$ cat config.mk
export PLATFORM = sky130hd
export DESIGN_NAME = execute_stage
export DESIGN_NICKNAME = d
export VERILOG_FILES = /design/src/rtl/execute_stage.sv
export SDC_FILE = /design/constraint.sdc
export NUM_CORES = 1
export LEC_CHECK = 0
export CAP_MARGIN = 10
export CORE_ASPECT_RATIO = 2
export CORE_MARGIN = 10
export CORE_UTILIZATION = 40
export DETAILED_ROUTE_END_ITERATION = 12
export MAX_ROUTING_LAYER = met4
export PLACE_DENSITY = 0.73
export SYNTH_ARGS = -nofsm -noshare
export SYNTH_HDL_FRONTEND = slang
export SYNTH_SLANG_ARGS = --single-unit
$ cat constraint.sdc
create_clock -name clk -period 3.2 [get_ports clk]
set_clock_uncertainty 0.2 [all_clocks]
set_input_delay 0.64 -clock clk [delete_from_list [all_inputs] [get_ports clk]]
set_output_delay 0.64 -clock clk [all_outputs]
set_load 0.1 [all_outputs]
$ cat src/rtl/execute_stage.sv
// execute_stage: two-stage elastic execute pipeline (B shifter + operand latch, then ALU result latch).
// Define EXECUTE_STATUS_EN to build the {Z,N,V} status register; otherwise status is tied to 3'b000.
module execute_stage (
  input  logic        clk,
  input  logic        reset,
  input  logic        in_valid,
  output logic        in_ready,
  input  logic [15:0] A,
  input  logic [15:0] B,
  input  logic [1:0]  shift,
  input  logic [1:0]  ALUop,
  input  logic [2:0]  writenum_in,
  input  logic        wb_en,
  input  logic        out_ready,
  output logic [15:0] C,
  output logic [2:0]  writenum,
  output logic        write,
  output logic        out_valid,
  output logic [2:0]  status
);

  typedef struct packed {
    logic [15:0] a;
    logic [15:0] b;
    logic [1:0]  op;
    logic [2:0]  wn;
    logic        wb;
  } s1_t;

  s1_t         s1_q, s1_d;
  logic        s1_valid_q, s1_valid_d;
  logic [15:0] c_q, c_d;
  logic [2:0]  wn_q, wn_d;
  logic        wb_q, wb_d;
  logic        out_valid_q, out_valid_d;

  logic        s2_adv, in_fire, out_fire;
  logic [15:0] b_sh, alu_res;

  // S1 drains into S2 whenever S2 is empty or retiring this same edge.
  always_comb begin
    s2_adv   = s1_valid_q & (~out_valid_q | out_ready);
    in_ready = ~s1_valid_q | s2_adv;
    in_fire  = in_valid & in_ready;
    out_fire = out_valid_q & out_ready;
  end

  always_comb begin
    case (shift)
      2'b01:   b_sh = {B[14:0], 1'b0};
      2'b10:   b_sh = {1'b0, B[15:1]};
      2'b11:   b_sh = {B[15], B[15:1]};
      default: b_sh = B;
    endcase
  end

  always_comb begin
    case (s1_q.op)
      2'b00:   alu_res = s1_q.a + s1_q.b;
      2'b01:   alu_res = s1_q.a - s1_q.b;
      2'b10:   alu_res = s1_q.a & s1_q.b;
      default: alu_res = ~s1_q.b;
    endcase
  end

  always_comb begin
    s1_d        = s1_q;
    s1_valid_d  = (s1_valid_q & ~s2_adv) | in_fire;
    c_d         = c_q;
    wn_d        = wn_q;
    wb_d        = wb_q;
    out_valid_d = (out_valid_q & ~out_ready) | s2_adv;
    if (in_fire) begin
      s1_d.a  = A;
      s1_d.b  = b_sh;
      s1_d.op = ALUop;
      s1_d.wn = writenum_in;
      s1_d.wb = wb_en;
    end
    if (s2_adv) begin
      c_d  = alu_res;
      wn_d = s1_q.wn;
      wb_d = s1_q.wb;
    end
  end

  always_ff @(posedge clk or posedge reset) begin
    if (reset) begin
      s1_q        <= '0;
      s1_valid_q  <= 1'b0;
      c_q         <= 16'h0000;
      wn_q        <= 3'b000;
      wb_q        <= 1'b0;
      out_valid_q <= 1'b0;
    end else begin
      s1_q        <= s1_d;
      s1_valid_q  <= s1_valid_d;
      c_q         <= c_d;
      wn_q        <= wn_d;
      wb_q        <= wb_d;
      out_valid_q <= out_valid_d;
    end
  end

  assign C         = c_q;
  assign writenum  = wn_q;
  assign out_valid = out_valid_q;
  assign write     = out_fire & wb_q;

`ifdef EXECUTE_STATUS_EN
  logic [2:0] flags_q, flags_d, status_q, status_d;
  logic       v_add, v_sub, alu_v;

  // Flags travel with the result in S2 and become visible only when it retires.
  always_comb begin
    v_add = (s1_q.a[15] == s1_q.b[15]) & (alu_res[15] != s1_q.a[15]);
    v_sub = (s1_q.a[15] != s1_q.b[15]) & (alu_res[15] != s1_q.a[15]);
    case (s1_q.op)
      2'b00:   alu_v = v_add;
      2'b01:   alu_v = v_sub;
      default: alu_v = 1'b0;
    endcase
    flags_d  = s2_adv   ? {(alu_res == 16'h0000), alu_res[15], alu_v} : flags_q;
    status_d = out_fire ? flags_q : status_q;
  end

  always_ff @(posedge clk or posedge reset) begin
    if (reset) begin
      flags_q  <= 3'b000;
      status_q <= 3'b000;
    end else begin
      flags_q  <= flags_d;
      status_q <= status_d;
    end
  end

  assign status = status_q;
`else
  assign status = 3'b000;
`endif

endmodule

==> run_results.csv <==
group,metric,value,unit
status,status,"finished with violations",
status,violations,"setup timing",
pwr,power.density,860.3,nW/um^2
sta,clock.fmax,310.9,MHz
sta,setup_violations,1,
yosys,synth.cell_area,3911,um^2
route,totalWireLength,9774,um
finish,stdcell_count,634,
setup_path,cp_max_fo,4,
yosys,synth-edff-count,0,
sta,fin_hold_ws,0.2755,ns
setup_path,max_stage_delay,0.56,ns
route,vias,3308,
place,placed_area,4758,um^2
finish,fill_cells,876,
sta,hold_viol_final,0,
floorplan,start_util,40.59,%
sta,rsz0062_at_grt,"true",
place,gp_congestion,0.9112,
route,vias_per_cell,5.218,
setup_path,path_class,"register to register",
global_routing,grt_pass1_wl,16300,um
min_path,hp-start,"C[11]",
place,dpl.hpwl,7492,um
pwr,p_total,4.505,mW
clocking,numClockSinks,60,
sta,fin_ws,-0.01621,ns
sta,slew_violations,0,
global_routing,grtUsageTotal,13.99,%
setup_path,cp-start-kind,"register",
min_path,hp-class,"register to register",
global_routing,grt_pass1_vias,3430,
route,drc,0,
global_routing,antenna_found_initial,0,
clocking,htree_num_levels,3,
clocking,cts_buffers,9,
yosys,yosys.cell_types.count,52,
route,firstDrtPassIters,6,
clocking,cts_tree,"done",
setup_path,cp_cell_sequence,"or4_4 > nor2_4 > nand2_2 > o41ai_4 > xor2_1 > ha_1 > nand2_1 > nor2_2 > a211oi_2 > o21ai_2 > o31ai_2 > xnor2_1 > o21ai_1",
pwr,ir_drop,0.0003111,V
finish,final_util,54.34,%
floorplan,placeableCoreArea,9635,um^2
yosys,ys_ff_latch,60,
floorplan,fp.dieW,89.92,um
setup_path,cp.arrival,3.23,ns
place,port_buffers,65,
yosys,yosys.area.top_type_share,38.39,%
setup_path,cp_slowest_cell,"or4_4",
yosys,synth_cells,420,
yosys,synth_area_leaders,"dfrtp_1 (38%), mux2_2 (8.6%), mux2i_1 (6.9%)",
finish,num_antenna_cells,0,
setup_path,r2r-start,"s1_q[8]",
clocking,clockRootBuffer,"clkbuf_16",
yosys,ys_seq_area_share,38.39,%
yosys,syn_avg_cell_area,9.313,um^2
yosys,synth_top_area_cell,"dfrtp_1",
clocking,clk_latency,0.34,ns
sta,period_share,100.5,%
clocking,cts_buffer_depth,2,
finish,syn_to_final_growth,33.88,%
yosys,synth_most_common_cell,"dfrtp_1",
floorplan,die_y,159.8,um
finish,drive_gt1_share,23.90,%
setup_path,critPathLaunch,"s1_q[8]",
floorplan,fp-row-count,51,
global_routing,grt_max_degree,61,
clocking,clk_pin_slew,0.05,ns
route,wl_per_cell,15.42,um
job,max_cap_viol_count,0,
route,drt_iter0_drc,253,
yosys,async_flop_share,100.0,%
sta,max-slew-margin-rel,52.17,%
finish,postLayoutCellArea,5236,um^2
finish,final_nets,560,
yosys,yosysWarnings,0,
global_routing,gr-total-overflow,0,
floorplan,dieArea,14370,um^2
pwr,p_leak,2.324,nW
setup_path,critPathCaptureType,"register",
route,drtAntennaViolNets,0,
setup_path,required,3.21,ns
sta,min_period,3.216,ns
yosys,synth_ff_type,"dfrtp_1",
floorplan,num_io_pins,69,
yosys,synthTopCellsByCount,"dfrtp_1 (60), nand2_1 (52), o21ai_0 (43)",
place,placedCellCount,615,
sta,tightest_slew,0.7175,ns
[repair_timing]
action,CTS,global route
hold buffers,0,0
buffers inserted,2,2
pin swaps,2,7
resized for setup,3,28
hold endpoints to repair,0,0
setup endpoints to repair,4,8
[layout by cell type, fill, tap and decap left out, drive strengths merged, types with 14 or more instances in the layout]
cell type / netlist / final
o21ai: 47 / 47
nand2: 52 / 52
mux2i: 27 / 27
clkdlybuf4s50: 0 / 43
a21oi: 34 / 34
mux2: 30 / 30
ha: 17 / 17
dfrtp: 60 / 60
nor2: 31 / 31
buf: 8 / 46
clkbuf: 16 / 14
[stage by stage]
step / TNS (ns) / setup slack [ns]
2_1_floorplan: -0.01099 / -0.01099
3_3_place_gp: 0 / 0.01802
3_5_place_dp: -0.2095 / -0.1010
4_1_cts: -0.09473 / -0.06052
5_1_grt: -0.4684 / -0.1489
6_report: -0.01621 / -0.01621
[cells by family (layout without fill, tap and decap cells)]
| kind of cell | Yosys count | count (layout) | synth area share (%) |
|---|---|---|---|
| AOI/OAI and AO/OA | 114 | 114 | 17.53 |
| xor gates and xnor gates | 23 | 23 | 5.150 |
| adders and majority gates | 18 | 18 | 5.950 |
| buffers and inverters | 32 | 112 | 3.647 |
| DFF | 60 | 60 | 38.39 |
| muxes | 57 | 57 | 15.55 |
| other | 1 | 3 | 0.09588 |
| and+or+nand+nor | 115 | 115 | 13.69 |
[final timing paths]
| check | endpoint | slack (ns) | cells past startpoint |
|---|---|---|---|
| worst min register to register | C[11] | 0.28 | 2 |
| worst max-delay path | C[15] | -0.02 | 13 |
| worst max register to register | C[15] | -0.02 | 13 |
| worst min-delay path | C[11] | 0.28 | 2 |
| max in group asynchronous | out_valid | 1.67 | 3 |
| min in group asynchronous | C[15] | 0.63 | 3 |
[where the power goes]
| part | switching, mW | internal [mW] |
|---|---|---|
| clock network | 0.306 | 0.681 |
| logic | 1.60 | 0.829 |
| registers | 0.148 | 0.940 |
| total | 2.06 | 2.45 |
[layer usage]
| metal | part of all wire (%) | track usage, % |
|---|---|---|
| met5 | 0 | - |
| met2 | 54 | 24.63 |
| met4 | 3.0 | 6.477 |
| met3 | 2.8 | 2.582 |
| met1 | 40 | 14.70 |
[area by class of cell]
class                      count  area (um^2)  area share (%)
clock buffer                  14        284.0           5.424
clock inverter                 1        30.03          0.5735
inverter                       8        30.03          0.5735
multi-input combinational    330         2411           46.05
sequential                    60         1503           28.70
tap                          132        165.2           3.154
timing repair buffer          89        813.3           15.53
[worst max-delay path, delay by kind of cell (launching register included)]
family | cells | cell delay [ns]
AO/OA/AOI/OAI | 5 | 0.99
flip-flops | 1 | 0.37
adder cells (fa/ha/maj) | 1 | 0.28
AND/OR/NAND/NOR | 5 | 0.92
XOR/XNOR | 2 | 0.35
[flip-flops by register name, indices dropped and copies added, names as in the netlist]
name        cells
s1_q           38
C              16
writenum        3
out_valid       1
s1_valid_q      1
wb_q            1
(Power assumes the default switching activity.)
